File: src/rtl/move_pkg.sv
// Shared FSM encoding and move-record layout for the move queue.
// MOVE_HALT_EN adds a synchronous halt/flush input to the scheduler.
package move_pkg;

    typedef enum logic [1:0] {
        ST_IDLE = 2'd0,
        ST_LOAD = 2'd1,
        ST_RUN  = 2'd2
    } state_t;

    localparam int DIR_W   = 1;
    localparam int FIELD_W = 64;

    // Stored record: {dir, duration, increment, incinc}
    function automatic int rec_w(input int w);
        return DIR_W + 3 * w;
    endfunction

endpackage

File: src/rtl/move_queue_mem.sv
// Move entry storage: one write port, one asynchronous read port.
// Entries are not reset; validity is tracked by the scheduler level.
module move_queue_mem
    import move_pkg::*;
#(
    parameter int DEPTH_BITS = 2,
    parameter int W          = FIELD_W
)(
    input  logic                  CLK,
    input  logic                  i_we,
    input  logic [DEPTH_BITS-1:0] i_waddr,
    input  logic [rec_w(W)-1:0]   i_wdata,
    input  logic [DEPTH_BITS-1:0] i_raddr,
    output logic [rec_w(W)-1:0]   o_rdata
);

    logic [rec_w(W)-1:0] r_mem [2**DEPTH_BITS];

    always_ff @(posedge CLK) begin
        if (i_we) begin
            r_mem[i_waddr] <= i_wdata;
        end
    end

    assign o_rdata = r_mem[i_raddr];

endmodule

File: src/rtl/move_queue_scheduler.sv
// Circular move queue feeding a DDA timer via IDLE/LOAD/RUN handshake.
// Optional macro MOVE_HALT_EN adds input halt (synchronous flush).
module move_queue_scheduler
    import move_pkg::*;
#(
    parameter int DEPTH_BITS = 2,
    parameter int W          = FIELD_W
)(
    input  logic                CLK,
    input  logic                resetn,
`ifdef MOVE_HALT_EN
    input  logic                halt,
`endif
    input  logic                wr_valid,
    output logic                wr_ready,
    input  logic                wr_dir,
    input  logic [W-1:0]        wr_duration,
    input  logic [W-1:0]        wr_increment,
    input  logic [W-1:0]        wr_incinc,
    output logic                dda_start,
    input  logic                dda_done,
    output logic                cur_dir,
    output logic [W-1:0]        cur_duration,
    output logic [W-1:0]        cur_increment,
    output logic [W-1:0]        cur_incinc,
    output logic                move_active,
    output logic [DEPTH_BITS:0] level,
    output logic                buffer_dtr
);

    localparam int REC_W = rec_w(W);
    localparam logic [DEPTH_BITS:0] LV_ONE   = (DEPTH_BITS+1)'(1);
    localparam logic [DEPTH_BITS:0] LV_DEPTH = (DEPTH_BITS+1)'(2**DEPTH_BITS);

    state_t                r_state;
    state_t                w_state_nxt;
    logic [DEPTH_BITS-1:0] r_wr_ptr;
    logic [DEPTH_BITS-1:0] r_rd_ptr;
    logic [DEPTH_BITS:0]   r_level;
    logic [DEPTH_BITS:0]   w_level_nxt;
    logic                  w_halt;
    logic                  w_push;
    logic                  w_pop;
    logic [REC_W-1:0]      w_wdata;
    logic [REC_W-1:0]      w_rdata;

`ifdef MOVE_HALT_EN
    assign w_halt = halt;
`else
    assign w_halt = 1'b0;
`endif

    assign buffer_dtr  = r_level < LV_DEPTH;
    assign wr_ready    = buffer_dtr & ~w_halt;
    assign w_push      = wr_valid & wr_ready;
    assign w_pop       = (r_state == ST_RUN) & dda_done;
    assign dda_start   = r_state == ST_LOAD;
    assign move_active = r_state != ST_IDLE;
    assign level       = r_level;

    assign w_wdata = {wr_dir, wr_duration, wr_increment, wr_incinc};
    assign {cur_dir, cur_duration, cur_increment, cur_incinc} = w_rdata;

    move_queue_mem #(
        .DEPTH_BITS(DEPTH_BITS),
        .W         (W)
    ) u_mem (
        .CLK    (CLK),
        .i_we   (w_push),
        .i_waddr(r_wr_ptr),
        .i_wdata(w_wdata),
        .i_raddr(r_rd_ptr),
        .o_rdata(w_rdata)
    );

    always_comb begin
        w_level_nxt = r_level;
        unique case ({w_push, w_pop})
            2'b10:   w_level_nxt = r_level + LV_ONE;
            2'b01:   w_level_nxt = r_level - LV_ONE;
            default: w_level_nxt = r_level;
        endcase
    end

    // A pop that coincides with a write keeps the next move ready: no idle gap
    always_comb begin
        w_state_nxt = r_state;
        unique case (r_state)
            ST_IDLE: if (r_level != '0) w_state_nxt = ST_LOAD;
            ST_LOAD: w_state_nxt = ST_RUN;
            ST_RUN: begin
                if (w_pop) begin
                    w_state_nxt = (w_level_nxt != '0) ? ST_LOAD : ST_IDLE;
                end
            end
            default: w_state_nxt = ST_IDLE;
        endcase
    end

    always_ff @(posedge CLK or negedge resetn) begin
        if (!resetn) begin
            r_state  <= ST_IDLE;
            r_wr_ptr <= '0;
            r_rd_ptr <= '0;
            r_level  <= '0;
        end else if (w_halt) begin
            r_state  <= ST_IDLE;
            r_wr_ptr <= '0;
            r_rd_ptr <= '0;
            r_level  <= '0;
        end else begin
            r_state <= w_state_nxt;
            r_level <= w_level_nxt;
            if (w_push) r_wr_ptr <= r_wr_ptr + 1'b1;
            if (w_pop)  r_rd_ptr <= r_rd_ptr + 1'b1;
        end
    end

endmodule

File: config.mk
export PLATFORM = sky130hd
export DESIGN_NAME = move_queue_scheduler
export DESIGN_NICKNAME = d
export VERILOG_FILES = /design/src/rtl/move_pkg.sv /design/src/rtl/move_queue_mem.sv /design/src/rtl/move_queue_scheduler.sv
export SDC_FILE = /design/constraint.sdc
export NUM_CORES = 1
export LEC_CHECK = 0
export ABC_CLOCK_PERIOD_IN_PS = 19330
export CORE_ASPECT_RATIO = 0.5
export CORE_MARGIN = 4
export CORE_UTILIZATION = 54
export CTS_CLUSTER_SIZE = 30
export DETAILED_ROUTE_END_ITERATION = 7
export PLACE_DENSITY_LB_ADDON = 0.1
export SLEW_MARGIN = 5
export SYNTH_ARGS = -nofsm -noshare
export SYNTH_HDL_FRONTEND = slang
export SYNTH_HIERARCHICAL = 1
export SYNTH_SLANG_ARGS = --single-unit
export TNS_END_PERCENT = 10
File: constraint.sdc
create_clock -name CLK -period 19.33 [get_ports CLK]
set_input_delay 3.866 -clock CLK [delete_from_list [all_inputs] [get_ports CLK]]
set_output_delay 3.866 -clock CLK [all_outputs]
set_load 0.005 [all_outputs]
* After elaboration in Yosys (flattened, before gate mapping)
Memories as Yosys holds them, arrays and structs flattened.
Index checks and enable logic that the tools add are counted.
** Operators by class
- Magnitude comparators :: 1
- Bitwise operators :: 2
- Mux-type cells :: 7
- Reductions and logical operators :: 5
- Equal/unequal tests :: 6
- Add/sub/neg operators :: 4
** Operator list (count)
- 2-bit one-hot mux with 3 select lines :: 1
- 3-bit one-hot mux with 2 select lines :: 1
- 3-bit nonzero test :: 2
- 2-bit by 1-bit adder with 2-bit output (second input constant) :: 2
- 2-bit by 1-bit equality test with 1-bit output (second input constant) :: 2
- 2-bit equality test (second input constant) :: 2
- 2-bit 2-to-1 mux :: 2
- 2-bit != test (second input constant) :: 2
- 3-bit by 1-bit adder with 3-bit output (second input constant) :: 1
- 3-bit < comparator (second input constant) :: 1
- 1-bit 2-to-1 mux :: 3
- 3-bit by 1-bit subtractor with 3-bit output (second input constant) :: 1
- 1-bit AND :: 2
- 2-bit zero test :: 1
- 2-bit AND reduction :: 1
- 2-bit nonzero test :: 1
** Storage, ports and cells
- Bits in writable memories :: 772
- Input port bits :: 197
- Output and inout port bits :: 200
- Memories :: 1
- Word-level logic and storage cells :: 30
- Bits in registers :: 9
** Memories
- u_mem.r_mem :: depth 4, bits a word 193, read ports 1, clocked after Yosys merged registers in 0, wr ports 1, line move_queue_mem.sv:17 : logic [rec_w(W)-1:0] r_mem [2**DEPTH_BITS];

* Logic depth before layout (Yosys ltp)
- Depth after elaboration :: 8
- Depth in mapped cells :: 8
- Depth with buffers taken out :: 8

* Cells and area by module
The synthesis kept the hierarchy.
** Modules (own cells, without submodules)
- move_queue_mem :: seq. area each 23182.2 µm², area each 28117.0 µm², cells an instance 1012, instances 1
- move_queue_scheduler :: seq. area each 225.2 µm², area each 442.9 µm², cells an instance 38, instances 1

* Worst setup path after synthesis
No wires, ideal clock.
- Kind :: input -> register
- Start :: input wr_valid
- End :: memory u_mem/r_mem[0][0] (netlist name), enable pin
- Arrival time :: 18.021 ns
- Data required time :: 18.308 ns
- Setup time :: 1.022 ns
- Cell stages on the path :: 3
- Slack :: 0.286 ns
- Path buffers :: 0
- Path through :: nand2_1 inv_1 nor3b_1
** On the way
- Cells in the longest elaborated chain, start to end :: 3
** Ends and longest elaborated chain
- from (decl) :: line move_queue_scheduler.sv:14 : input logic wr_valid,
- 1-bit AND :: line move_queue_scheduler.sv:55 : assign w_push = wr_valid & wr_ready;
- net w_push :: line move_queue_scheduler.sv:42 : logic w_push;
- 1-bit 2-to-1 mux :: line move_queue_mem.sv:20 : if (i_we) begin
- 1-bit 2-to-1 mux (implied by the code) :: line move_queue_mem.sv:21 : r_mem[i_waddr] <= i_wdata;
- to (decl) :: line move_queue_mem.sv:17
The timed path passes the listed nets, and every way through them passes these cells.

* Worst setup path after layout
- Start :: register r_rd_ptr[0]
- End :: output cur_duration[49]
** On the way
- Cells in the longest elaborated chain, start to end :: 1
** Ends and longest elaborated chain
- from (decl) :: line move_queue_scheduler.sv:38 : logic [DEPTH_BITS-1:0] r_rd_ptr;
- from (signal assigned) :: line move_queue_scheduler.sv:115 : if (w_pop) r_rd_ptr <= r_rd_ptr + 1'b1;
- memory 4 x 193 bit
- to (decl) :: line move_queue_scheduler.sv:23 : output logic [W-1:0] cur_duration,
No other way between the ends.

==> impl_metrics.toml <==
[timing]
hold_viol = 0
drv_slew = 0
tightest_slew_ns = 1.27
fin_hold_ws_ns = 0.568
tns_ns = 0
finalCritPeriodShare_pct = 44.4
finalSetupViolCount = 0
finalClockSkew_ns = 0.0136
slew-limit-headroom_pct = 15.4
max_freq_mhz = 117
rsz0062_at_grt = "no"
period_needed_ns = 8.58

[synthesis]
syn_avg_cell_area_um2 = 27.2
ys_seq_area_share_pct = 82.0
ys_seq_elements = 781
yosysTopAreaCell = "edfxtp_1"
synth_top_area_share_pct = 81.2
syn_inst = 1050
yosysWarnings = 6
synth_area_leaders = "edfxtp_1 81%, mux4_2 12%, mux4_1 3.9%, dfrtp_1 0.79%, buf_12 0.49%"
yosysUniqueCellTypes = 28
synth_fp_nets = 1249
syn-cell-area_um2 = 28600

[placed_design]
hpwlAfterDp_mm = 32.0
io_buffers = 396
place_inst = 2112
routabilityCongestion = 0.713

[final_layout]
fillers = 3288
multi_input_area_um2 = 4760
regArea_um2 = 23400
layout_commonest_cell = "edfxtp_1"
postLayoutCoreUtil_pct = 67.6
area_growth_syn_to_layout_pct = 23.3
nets = 1679
drive_gt1_share_pct = 16.7
final_cell_mix = "772 x edfxtp_1, 396 x clkdlybuf4s50_1, 151 x mux4_2"
finalNonFillerCells = 2231

[outcome]
status = "finished, final reports clean"

[worst_setup_path]
setup.worst_path.start_class = "flip-flop"
cp_max_fo = 50
required_ns = 15.46
r2r_slack_ns = 16.26
reg2regPathDepth = 6
arrival_ns = 4.72
end_kind = "output pin"
critical_path_class = "flip-flop to output pin"

[routing]
routed_wl_mm = 55.0
ant_nets = 0
routedWlPerCell_um = 24.7
num_vias = 12423
drt_iter0_drc = 857
viasPerCell = 5.57
drc = 0
drtPass1Iterations = 4

[min_path]
whs_path_depth = 1
hold_class = "flip-flop to flip-flop"

[floorplan]
std_cell_rows = 59
die_w_um = 333
start_util_pct = 54.8
core-area_um2 = 52100
die_area_um2 = 56900
io-pin-count = 397
die_height_um = 171

[global_routing]
grt_max_degree = 150
overflow = 0
antenna_found_initial = 1
grt_pass1_vias = 13199
grtUsageTotal_pct = 19.3
grt_pass1_wl_mm = 82.7

[clock_tree]
cts_resized = 0
cts_setup_buffers = 0
cts_tree = "built"
insertion_delay_ns = 0.57
clockBufferDepth = 3
ctsRootBufferMaster = "clkbuf_16"
numCtsBuffers = 67
cts_hold_buf = 0
cts_sinks = 781
clkSlewWorstSetupHoldPaths_ns = 0.06
h-tree-depth = 3

[job]
maxCapViolations = 0

[power]
power.leakage_nw = 11.2
p_per_area_nw_per_um2 = 139
peakVddDrop_mv = 0.0991
worst paths after layout:
path	from	to
worst max-delay path	r_rd_ptr[0]	cur_duration[49]
worst min-delay path	r_wr_ptr[1]	r_wr_ptr[1]
worst max register to register	level[2]	u_mem/r_mem[0][186]
worst min register to register	r_wr_ptr[1]	r_wr_ptr[1]
max in group asynchronous	resetn	r_rd_ptr[0]
min in group asynchronous	resetn	r_state[0]
cell families (layout without fill, tap and decap cells):
| family | count (synthesis) | count (layout) | synth area share (%) |
|---|---|---|---|
| muxes | 194 | 194 | 15.8 |
| xor gates and xnor gates | 7 | 7 | 0.215 |
| AOI/OAI and AO/OA | 2 | 2 | 0.0438 |
| DFF | 781 | 781 | 82.0 |
| and+or+nand+nor | 18 | 18 | 0.407 |
| buffers and inverters | 46 | 525 | 1.45 |
| other | 0 | 1 | 0 |
| adders and majority gates | 2 | 2 | 0.114 |
flip-flops by register name (all words and copies together) (netlist names):
signal,flops
u_mem/r_mem,772
r_wr_ptr,2
r_rd_ptr,2
level,3
r_state,2
where the power goes:
| group | switching [W] | leakage, nW | internal, W |
|---|---|---|---|
| clock network | 0.000558 | 1.00 | 0.000719 |
| logic | 0.000577 | 3.10 | 0.000841 |
| registers | 0.000101 | 7.11 | 0.00210 |
critical path, cell delays in order, from the launching register on:
cell             delay, ns
dfrtp_4               1.05
buf_4                 0.87
buf_4                 0.89
mux4_1                0.68
clkdlybuf4s50_1       0.49
metrics by stage:
step,cell area [um^2],setup slack [ns],power [W]
6_report,35200,10.75,0.00490
5_1_grt,35200,10.20,0.00512
4_1_cts,35200,10.50,0.00498
3_5_place_dp,33100,11.14,0.00369
3_3_place_gp,33100,11.12,0.00368
2_1_floorplan,28600,0.286,0.00303
Yosys cell counts (all sizes together):
library cell  count
o21ai             1
nor3b             4
mux2              1
and3              1
and3b             3
clkbuf            1
buf              43
ha                1
mux4            193
edfxtp          772
nor3              1
or2               2
nor4              1
fa                1
o21a              1
nor2b             2
nand2             3
dfrtp             9
nor2              1
xnor2             5
xor2              2
inv               2
metal layers:
metal	wire length (um)	part of all wire [%]	global-route usage [%]	vias up
met2	31300	57	36.0	278
met1	20300	37	23.7	6607
met3	2400	4.4	3.95	63
met4	967	1.8	4.50	0
li1	-	-	-	5475
met5	0	0	0	-
final cells by class:
cell class,instances,area share (%)
timing repair buffer,405,11.6
antenna,1,0.00710
clock inverter,28,0.586
inverter,2,0.0213
sequential,781,66.5
multi-input combinational,223,13.5
clock buffer,90,5.30
tap,701,2.49
(Power assumes the default switching activity.)
